## src/rtl/hazard_pkg.sv

```systemverilog
// Shared types and constants for the pipeline hazard controller.
// Latency: n/a (package only).
// Backpressure: n/a (package only).
package hazard_pkg;

  // Register address width: instruction[10:8] = rd, instruction[7:5] = rs.
  localparam int REG_ADDR_W = 3;

  // EX-stage operand mux select encoding.
  localparam logic [1:0] FWD_REGFILE = 2'd0;  // register file read data
  localparam logic [1:0] FWD_EXMEM   = 2'd1;  // EX/MEM alu_result
  localparam logic [1:0] FWD_MEMWB   = 2'd2;  // MEM/WB write_data
  localparam logic [1:0] FWD_RETIRED = 2'd3;  // retired-writeback holding register

  // One in-flight register write tracked beside the real pipeline.
  typedef struct packed {
    logic                  valid;
    logic [REG_ADDR_W-1:0] rd;
    logic                  regwrite;
    logic                  mem_read;
  } shadow_entry_t;

  // A used source collides with a stage that will write the same register.
  // R0 is an ordinary register, so there is no zero-register exemption.
  function automatic logic src_match(shadow_entry_t e, logic [REG_ADDR_W-1:0] s, logic used);
    return used & e.valid & e.regwrite & (e.rd == s);
  endfunction

  // Youngest producer wins: EX beats MEM beats WB.
  function automatic logic [1:0] fwd_pick(logic m_ex, logic m_mem, logic m_wb);
    if (m_ex)       return FWD_EXMEM;
    else if (m_mem) return FWD_MEMWB;
    else if (m_wb)  return FWD_RETIRED;
    else            return FWD_REGFILE;
  endfunction

endpackage

```

## src/rtl/hazard_ctrl_if.sv

```systemverilog
// ID-stage hazard request bundle and the controller's stall/forward response.
// Latency: n/a (wires only); stall/bubble combinational, selects registered.
// Backpressure: stall is the backpressure toward fetch and IF/ID.
interface hazard_ctrl_if #(
  parameter int CNT_W = 16
);
  import hazard_pkg::*;

  logic                  id_valid;
  logic [REG_ADDR_W-1:0] id_rd_addr;
  logic [REG_ADDR_W-1:0] id_rs_addr;
  logic                  id_rd_used;
  logic                  id_rs_used;
  logic                  id_regwrite;
  logic                  id_mem_read;
  logic                  flush;
  logic                  stall;
  logic                  bubble;
  logic [1:0]            fwd_rd_sel;
  logic [1:0]            fwd_rs_sel;
  logic [CNT_W-1:0]      stall_count;

  // Decode side: presents the ID instruction, consumes stall/bubble/selects.
  modport master (
    output id_valid, id_rd_addr, id_rs_addr, id_rd_used, id_rs_used,
           id_regwrite, id_mem_read, flush,
    input  stall, bubble, fwd_rd_sel, fwd_rs_sel, stall_count
  );

  // Hazard controller side.
  modport slave (
    input  id_valid, id_rd_addr, id_rs_addr, id_rd_used, id_rs_used,
           id_regwrite, id_mem_read, flush,
    output stall, bubble, fwd_rd_sel, fwd_rs_sel, stall_count
  );

endinterface

```

## src/rtl/hazard_shadow_pipe.sv

```systemverilog
// Three-entry shadow of the EX/MEM/WB register writes.
// Latency: one cycle per stage; an entry leaves WB three edges after entering EX.
// Backpressure: none; the chain advances every cycle, older entries are never killed.
module hazard_shadow_pipe
  import hazard_pkg::*;
(
  input  logic          clk,
  input  logic          rst,
  input  shadow_entry_t ex_d,
  output shadow_entry_t ex_q,
  output shadow_entry_t mem_q,
  output shadow_entry_t wb_q
);

  shadow_entry_t mem_d;
  shadow_entry_t wb_d;

  // Older stages simply shift; only EX takes new content from ID.
  always_comb begin
    mem_d = ex_q;
    wb_d  = mem_q;
  end

  // Shadow stage registers, emptied on reset.
  always_ff @(posedge clk or posedge rst) begin
    if (rst) begin
      ex_q  <= '0;
      mem_q <= '0;
      wb_q  <= '0;
    end else begin
      ex_q  <= ex_d;
      mem_q <= mem_d;
      wb_q  <= wb_d;
    end
  end

endmodule

```

## src/rtl/hazard_ctrl.sv

```systemverilog
// Pipeline hazard controller: stall/bubble, EX forwarding selects, stall counter.
// Latency: stall/bubble combinational from ID; selects valid the cycle after issue.
// Backpressure: stall holds PC and IF/ID; HAZARD_FWD_EN selects forwarding vs interlock.
module hazard_ctrl
  import hazard_pkg::*;
#(
  parameter int CNT_W = 16
) (
  input  logic         clk,
  input  logic         rst,
  hazard_ctrl_if.slave hz
);

  shadow_entry_t    ex_d;
  shadow_entry_t    ex_q;
  shadow_entry_t    mem_q;
  shadow_entry_t    wb_q;
  logic             rd_ex, rd_mem, rd_wb;
  logic             rs_ex, rs_mem, rs_wb;
  logic             hazard;
  logic             stall_c;
  logic             bubble_c;
  logic             issue;
  logic [CNT_W-1:0] stall_count_d;
  logic [CNT_W-1:0] stall_count_q;

  hazard_shadow_pipe u_shadow (
    .clk   (clk),
    .rst   (rst),
    .ex_d  (ex_d),
    .ex_q  (ex_q),
    .mem_q (mem_q),
    .wb_q  (wb_q)
  );

  // Compare each used ID source against every in-flight write.
  always_comb begin
    rd_ex  = src_match(ex_q,  hz.id_rd_addr, hz.id_rd_used);
    rd_mem = src_match(mem_q, hz.id_rd_addr, hz.id_rd_used);
    rd_wb  = src_match(wb_q,  hz.id_rd_addr, hz.id_rd_used);
    rs_ex  = src_match(ex_q,  hz.id_rs_addr, hz.id_rs_used);
    rs_mem = src_match(mem_q, hz.id_rs_addr, hz.id_rs_used);
    rs_wb  = src_match(wb_q,  hz.id_rs_addr, hz.id_rs_used);
  end

  // Stall decision; flush overrides stall but still bubbles ID/EX.
  always_comb begin
`ifdef HAZARD_FWD_EN
    // Only a load in EX cannot be bypassed: its data exists after MEM.
    hazard   = (rd_ex | rs_ex) & ex_q.mem_read;
`else
    // No bypass and no regfile write-through: wait until the writer leaves WB.
    hazard   = rd_ex | rd_mem | rd_wb | rs_ex | rs_mem | rs_wb;
`endif
    stall_c  = hz.id_valid & ~hz.flush & hazard;
    bubble_c = stall_c | hz.flush;
    issue    = hz.id_valid & ~stall_c & ~hz.flush;
  end

  // Next EX shadow entry: the issuing instruction, otherwise an empty slot.
  always_comb begin
    ex_d = '0;
    if (issue) begin
      ex_d.valid    = 1'b1;
      ex_d.rd       = hz.id_rd_addr;
      ex_d.regwrite = hz.id_regwrite;
      ex_d.mem_read = hz.id_mem_read;
    end
  end

  // Saturating stall-cycle counter next state.
  always_comb begin
    stall_count_d = stall_count_q;
    if (stall_c && (stall_count_q != {CNT_W{1'b1}})) begin
      stall_count_d = stall_count_q + CNT_W'(1);
    end
  end

  // Stall counter register.
  always_ff @(posedge clk or posedge rst) begin
    if (rst) begin
      stall_count_q <= '0;
    end else begin
      stall_count_q <= stall_count_d;
    end
  end

`ifdef HAZARD_FWD_EN
  logic [1:0] fwd_rd_sel_d, fwd_rd_sel_q;
  logic [1:0] fwd_rs_sel_d, fwd_rs_sel_q;

  // Selects travel with the instruction into EX; empty slots read the regfile.
  always_comb begin
    fwd_rd_sel_d = FWD_REGFILE;
    fwd_rs_sel_d = FWD_REGFILE;
    if (issue) begin
      fwd_rd_sel_d = fwd_pick(rd_ex, rd_mem, rd_wb);
      fwd_rs_sel_d = fwd_pick(rs_ex, rs_mem, rs_wb);
    end
  end

  // Forwarding select registers, loaded at the ID/EX edge.
  always_ff @(posedge clk or posedge rst) begin
    if (rst) begin
      fwd_rd_sel_q <= FWD_REGFILE;
      fwd_rs_sel_q <= FWD_REGFILE;
    end else begin
      fwd_rd_sel_q <= fwd_rd_sel_d;
      fwd_rs_sel_q <= fwd_rs_sel_d;
    end
  end

  assign hz.fwd_rd_sel = fwd_rd_sel_q;
  assign hz.fwd_rs_sel = fwd_rs_sel_q;
`else
  // Interlock-only build: EX always reads the register file.
  assign hz.fwd_rd_sel = FWD_REGFILE;
  assign hz.fwd_rs_sel = FWD_REGFILE;
`endif

  assign hz.stall       = stall_c;
  assign hz.bubble      = bubble_c;
  assign hz.stall_count = stall_count_q;

endmodule

```

## src/flat_wrapper.sv

```systemverilog
// flat-port wrapper written by rule: the top's interface ports become plain ports
module hazard_ctrl_flat import hazard_pkg::*;
#(
  parameter int CNT_W = 16
)
  (clk, rst, hz_id_valid, hz_id_rd_addr, hz_id_rs_addr, hz_id_rd_used, hz_id_rs_used, hz_id_regwrite, hz_id_mem_read, hz_flush, hz_stall, hz_bubble, hz_fwd_rd_sel, hz_fwd_rs_sel, hz_stall_count);
  hazard_ctrl_if #(.CNT_W(CNT_W)) hz_i ();
  input  logic clk;
  input  logic rst;
  input wire logic [$bits(hz_i.id_valid)-1:0] hz_id_valid;
  input wire logic [$bits(hz_i.id_rd_addr)-1:0] hz_id_rd_addr;
  input wire logic [$bits(hz_i.id_rs_addr)-1:0] hz_id_rs_addr;
  input wire logic [$bits(hz_i.id_rd_used)-1:0] hz_id_rd_used;
  input wire logic [$bits(hz_i.id_rs_used)-1:0] hz_id_rs_used;
  input wire logic [$bits(hz_i.id_regwrite)-1:0] hz_id_regwrite;
  input wire logic [$bits(hz_i.id_mem_read)-1:0] hz_id_mem_read;
  input wire logic [$bits(hz_i.flush)-1:0] hz_flush;
  output wire logic [$bits(hz_i.stall)-1:0] hz_stall;
  output wire logic [$bits(hz_i.bubble)-1:0] hz_bubble;
  output wire logic [$bits(hz_i.fwd_rd_sel)-1:0] hz_fwd_rd_sel;
  output wire logic [$bits(hz_i.fwd_rs_sel)-1:0] hz_fwd_rs_sel;
  output wire logic [$bits(hz_i.stall_count)-1:0] hz_stall_count;
  assign hz_i.id_valid = hz_id_valid;
  assign hz_i.id_rd_addr = hz_id_rd_addr;
  assign hz_i.id_rs_addr = hz_id_rs_addr;
  assign hz_i.id_rd_used = hz_id_rd_used;
  assign hz_i.id_rs_used = hz_id_rs_used;
  assign hz_i.id_regwrite = hz_id_regwrite;
  assign hz_i.id_mem_read = hz_id_mem_read;
  assign hz_i.flush = hz_flush;
  assign hz_stall = hz_i.stall;
  assign hz_bubble = hz_i.bubble;
  assign hz_fwd_rd_sel = hz_i.fwd_rd_sel;
  assign hz_fwd_rs_sel = hz_i.fwd_rs_sel;
  assign hz_stall_count = hz_i.stall_count;
  hazard_ctrl #(.CNT_W(CNT_W)) u_core (.clk(clk), .rst(rst), .hz(hz_i));
endmodule
```

## config.mk

```make
export PLATFORM = sky130hd
export DESIGN_NAME = hazard_ctrl_flat
export DESIGN_NICKNAME = d
export VERILOG_FILES = /design/src/rtl/hazard_pkg.sv /design/src/rtl/hazard_ctrl_if.sv /design/src/rtl/hazard_shadow_pipe.sv /design/src/rtl/hazard_ctrl.sv /design/src/flat_wrapper.sv
export SDC_FILE = /design/constraint.sdc
export NUM_CORES = 1
export LEC_CHECK = 0
export ABC_AREA = 0
export CORE_MARGIN = 2
export CORE_UTILIZATION = 49
export DETAILED_ROUTE_END_ITERATION = 8
export PLACE_DENSITY_LB_ADDON = 0.1
export SKIP_LAST_GASP = 1
export SYNTH_ARGS = -nofsm -noshare
export SYNTH_HDL_FRONTEND = slang
export SYNTH_SLANG_ARGS = --single-unit
```

## constraint.sdc

```tcl
create_clock -name clk -period 2.44 [get_ports clk]
set_input_delay 0.244 -clock clk [delete_from_list [all_inputs] [get_ports clk]]
set_output_delay 0.244 -clock clk [all_outputs]
set_load 0.01 [all_outputs]
```

---- Word-level counts from Yosys, hierarchy flattened ----
Index checks and enable logic that the tools add are counted.
word-level totals
  register bits after elaboration ......... 31
  bits of input ports ..................... 14
  output and inout port bits .............. 22
  logic and storage cells ................. 50
operators by class
  add/subtract/negate cells ............... 1
  equality and inequality tests ........... 7
  mux-type cells .......................... 1
  bitwise operators ....................... 30
  reduce and logical (&&, ||, !) cells .... 1
operators by type and width
  cell                                           count
  AND 1 bit                                      22
  == test 3 bit                                  6
  adder 16 x 1 -> 16 bit, second input constant  1
  inequality test 16 bit, second input constant  1
  two-way mux 6 bit                              1
  OR 1 bit                                       6
  NOT 1 bit                                      2
  logical AND 1 bit                              1

---- Depth between registers and ports, before layout ----
  depth after elaboration ................. 13
  depth in mapped cells ................... 7
  gate-level depth less buffers ........... 7

---- Hierarchy ----
A second synthesis with hierarchy kept.
unflattened totals
  cells, all modules ...................... 142
  area total of the unflattened synthesis .. 1,619.1 µm²
by module, submodules not included
  module              times used  cells an instance  area an instance (µm²)  seq. area each (µm²)
  hazard_ctrl         1           123                1,164.9                 400.4
  hazard_shadow_pipe  1           19                 454.2                   450.4

---- Least setup slack after synthesis ----
Ideal clock, no wire load.
  path kind ............................... reg-to-output
  from .................................... register, netlist name u_core.u_shadow.mem_q[4]
  to ...................................... output port hz_bubble
  arrival time ............................ 1.800 ns
  data required time ...................... 2.196 ns
  path slack .............................. 0.396 ns
  stages on the path, launching flop included .. 8
  path buffers ............................ 1
  cell sequence ........................... dfrtp_1 -> xor2_1 -> nor4_1 -> or4_4 -> nor2_8 -> buf_6 -> nor2_1 -> or2_1
between the ends
  longest elaborated chain between the ends .. 9
RTL lines
  item                       RTL line            source
  == test 3 bit              hazard_pkg.sv:26    return used & e.valid & e.regwrite & (e.rd == s);
  AND 1 bit                  hazard_pkg.sv:26
  OR 1 bit (3 in a row)      hazard_ctrl.sv:53   hazard = rd_ex | rd_mem | rd_wb | rs_ex | rs_mem | rs_wb;
  OR 1 bit (*) (2 in a row)  hazard_ctrl.sv:53
  AND 1 bit (*)              hazard_ctrl.sv:55   stall_c = hz.id_valid & ~hz.flush & hazard;
  net hz_stall               flat_wrapper.sv:18  output wire logic [$bits(hz_i.stall)-1:0] hz_stall;
  OR 1 bit (*)               hazard_ctrl.sv:56   bubble_c = stall_c | hz.flush;
  end, declared              flat_wrapper.sv:19  output wire logic [$bits(hz_i.bubble)-1:0] hz_bubble;
The timed path passes the listed nets; every way through them passes the cells marked *.

---- Final worst setup path ----
  from .................................... register, netlist name u_core.u_shadow.mem_q[4]
  to ...................................... output port hz_bubble
between the ends
  longest elaborated chain between the ends .. 9
RTL lines
  item                       RTL line
  == test 3 bit              hazard_pkg.sv:26
  AND 1 bit                  hazard_pkg.sv:26
  OR 1 bit (3 in a row)      hazard_ctrl.sv:53
  OR 1 bit (*) (2 in a row)  hazard_ctrl.sv:53
  AND 1 bit (*)              hazard_ctrl.sv:55
  OR 1 bit (*)               hazard_ctrl.sv:56
Every way passes the cells marked *; elsewhere a longest branch is shown, timed or not.

==> Implementation_results.wiki <==
{| class="wikitable"
! Metric !! Value
|-
| Fmax achieved || approximately 0.43 GHz
|-
| Signed area change from the synthesized netlist to the final layout || 30.3%
|-
| Routed wire per std cell || 14.7 um
|-
| Sequential fraction of the synthesis area || 50.6%
|-
| Post-route total power || 0.979 mW
|-
| Clk sink count || 31
|-
| Via-per-instance ratio || 5.29
|-
| Die Span Y || around 60 um
|-
| Final routed wirelength across all metal layers || 3230 um
|-
| Shortest clock period the worst path allows after layout || 2300 ps
|-
| Post-route clock skew || between 5 and 6 ps
|-
| Final routed DRC violation total || 0
|-
| Number of levels in the clock H-tree || 2
|-
| Total Neg Setup Slack || 0 ps
|-
| Clock tree from TritonCTS || built
|-
| Antenna violation net count after detailed routing || 0
|-
| Element type at the critical path end || output pin
|-
| Area fraction in compound gates after synthesis || 0.816%
|-
| Avg Inst Size Synth || 11.0 um^2
|-
| Crit path max fanout || 3
|-
| Slew at the pin with the worst max-slew slack || 538 ps
|-
| Post-Synthesis Cells || 139
|-
| Required @ worst endpoint || 2200 ps
|-
| Final #Nets || 201
|-
| Overall global routing resource usage || a little over a fifth
|-
| Final Hold Viols || 0
|-
| Count of different cell masters after synthesis || 28
|-
| Clock input transition at the sequential cells of the worst setup and hold paths || 90 ps
|-
| Deepest clock path buffer count || 2
|-
| Combinational family with the most area after synthesis || simple AND/OR/NAND/NOR gates
|-
| Leakage component of the power || 0.976 nW
|-
| Count of warnings emitted by yosys || 0
|-
| FF+latch count, synth || 31
|-
| Classification of the worst-slack hold path || in -> async
|-
| Pin count of the biggest net entering global routing || 32
|-
| DRT Pass-1 Iters || 4
|-
| Fill count || 261
|-
| Worst setup SP type || register
|-
| Proportion of layout cells with a drive suffix above 1 || 15.5%
|-
| Initial antenna violation count || 0
|-
| Cell with the biggest individual delay on the critical path || sky130_fd_sc_hd__or4_4
|-
| Number of synthesized flops with an enable pin || 0
|-
| Post-synthesis xor/xnor area fraction || between 10% and 20%
|-
| Unrepaired setup endpoints after global routing || true
|-
| Inserted Clock Buffers || 5
|-
| Max-cap viol count || 0
|-
| DIE WIDTH || around 60 um
|-
| Reg2reg setup slack || 210 ps
|-
| FFs w/ async S/R, synth || between 90% and 100%
|-
| Worst voltage drop across the vdd grid || around 460 uV
|-
| Starting Density || a little over 50%
|-
| First-pass GRT wire length || 5530 um
|-
| Fraction of synthesized area in multiplexers || 1.71%
|-
| Area of the mapped netlist || 1530 um^2
|-
| Result of the run || completed
|-
| Drt first-iter violations || 34
|-
| Crit-path cells || xor2_1, nor4_1, or4_4, nor2_8, nor2_1, or2_1, clkbuf_2
|-
| Data arrival time of the critical path || 2060 ps
|-
| Relative slew slack || a little under two thirds
|-
| Overall via count from detail_route || 1164
|-
| Gp weighted congestion || 0.866
|-
| Port Buffers || 30
|-
| Floorplan Core Area || 3000 um^2
|-
| Die outline area || around 3600 um^2
|-
| Vias in the first global route || between 1000 and 1500
|-
| Top library cells by usage in the layout, fill and taps aside || sky130_fd_sc_hd__dfrtp_1, sky130_fd_sc_hd__xor2_1, sky130_fd_sc_hd__clkdlybuf4s50_1
|-
| Antenna cell count || 0
|-
| Total global routing overflow || 0
|-
| Power Density || between 400 and 500 nW/um^2
|-
| Area share of fa/ha/maj cells after synthesis || 0.816%
|-
| Final count of pins violating max slew || 0
|-
| Final Cycle Share || 94.5%
|-
| Clock network latency to the later pin of the worst-skew pair || 330 ps
|-
| Critical path type || reg -> out
|-
| Commonest non-fill, non-tap cell in the layout || sky130_fd_sc_hd__dfrtp_1
|-
| Setup-failing EPs final || 0
|-
| Post-synthesis share of cell area spent on and, or, nand and nor gates || 24.3%
|-
| Buffer type at the clock tree root || sky130_fd_sc_hd__clkbuf_4
|-
| Slowest stage delay, CP || 580 ps
|-
| Number of ports placed on the die boundary || 36
|-
| Std cell rows || 20
|-
| Main flop type after synthesis || sky130_fd_sc_hd__dfrtp_1
|-
| Detailed Place HPWL || 2330 um
|}
[sequential cells by signal, indices dropped and copies added (netlist names)]
name / flops
u_core.u_shadow.mem_q: 5
u_core.u_shadow.wb_q: 5
u_core.u_shadow.ex_q: 5
u_core.hz.stall_count: 16
[cell type report]
cell class	count	area (um^2)	area share, %
Timing Repair Buffer	43	380	19.0
Sequential cell	31	776	38.8
Tap cell	33	41.3	2.07
Clock buffer	8	68.8	3.45
Inverter	1	3.75	0.188
Multi-Input combinational cell	104	727	36.4
[timing repair]
action                     CTS  global route
gates cloned                 0             0
buffers inserted             0             1
pin swaps                    3             5
setup endpoints to repair    2             2
hold buffers                 0             0
resized for setup            8             5
[layer usage]
| metal | vias to the layer above | global-route usage [%] | wire, um |
|---|---|---|---|
| li1 | 564 | - | - |
| met1 | 568 | 26.1 | 1420 |
| met2 | 25 | 33.2 | 1590 |
| met3 | 7 | 6.93 | 159 |
| met4 | 0 | 9.21 | 65 |
| met5 | - | 0 | 0 |
[cell families after synthesis]
kind of cell    Yosys count
compound gates            2
other cells               1
buf+inv                   7
xor+xnor                 32
mux                       2
fa+ha+maj                 1
flops                    31
simple gates             63
[through the flow]
step,utilization [%],instance area [um^2],hold WS [ps],std cells,setup slack [ps]
floorplan,-,1540,348,142,396
finish,66.5,2000,290,220,135
global placement,64.3,1930,388,211,-281
CTS,66.3,1990,286,219,-80.8
detailed placement,64.3,1930,398,211,-302
global route,66.5,2000,304,220,-17.2
[worst paths after layout]
path / startpoint / end / cells after the start
setup / recovery: u_core.u_shadow.mem_q[4]$_DFF_PP0_ / hz_bubble / 7
hold / removal: rst / u_core.hz.stall_count[1]$_DFFE_PP0P_ / 3
setup reg to reg: u_core.u_shadow.mem_q[2]$_DFF_PP0_ / u_core.hz.stall_count[14]$_DFFE_PP0P_ / 8
hold reg to reg: u_core.u_shadow.mem_q[1]$_DFF_PP0_ / u_core.u_shadow.wb_q[1]$_DFF_PP0_ / 0
max in group asynchronous: rst / u_core.hz.stall_count[15]$_DFFE_PP0P_ / 3
min in group clk: hz_id_rd_addr[0] / u_core.u_shadow.ex_q[2]$_DFF_PP0_ / 2
[worst max-delay path, delay by kind of cell, from the launching register on]
family / cells / cell delay [ps]
flops: 1 / 430
buf+inv: 1 / 130
xor+xnor: 1 / 150
simple gates: 5 / 1020
[power by group]
part | total (mW) | switching, mW | internal, mW
Clock | 0.338 | 0.169 | 0.169
Sequential | 0.542 | 0.0136 | 0.528
Combinational | 0.0997 | 0.0493 | 0.0504
[cell usage after synthesis, types with 2 or more instances]
cell type,number,area [um^2]
sky130_fd_sc_hd__dfrtp_1,31,776
sky130_fd_sc_hd__xor2_1,26,228
sky130_fd_sc_hd__nand2_1,9,33.8
sky130_fd_sc_hd__nand3_1,9,45.0
sky130_fd_sc_hd__nor4_1,9,56.3
sky130_fd_sc_hd__nand4_1,7,43.8
sky130_fd_sc_hd__xnor2_1,6,52.6
sky130_fd_sc_hd__and3_1,5,31.3
sky130_fd_sc_hd__nor2_1,5,18.8
sky130_fd_sc_hd__nor3_1,5,25.0
sky130_fd_sc_hd__and2_1,4,25.0
sky130_fd_sc_hd__buf_4,4,30.0
sky130_fd_sc_hd__nor3_2,3,30.0
sky130_fd_sc_hd__nand2b_1,2,12.5
(Power assumes the default switching activity.)
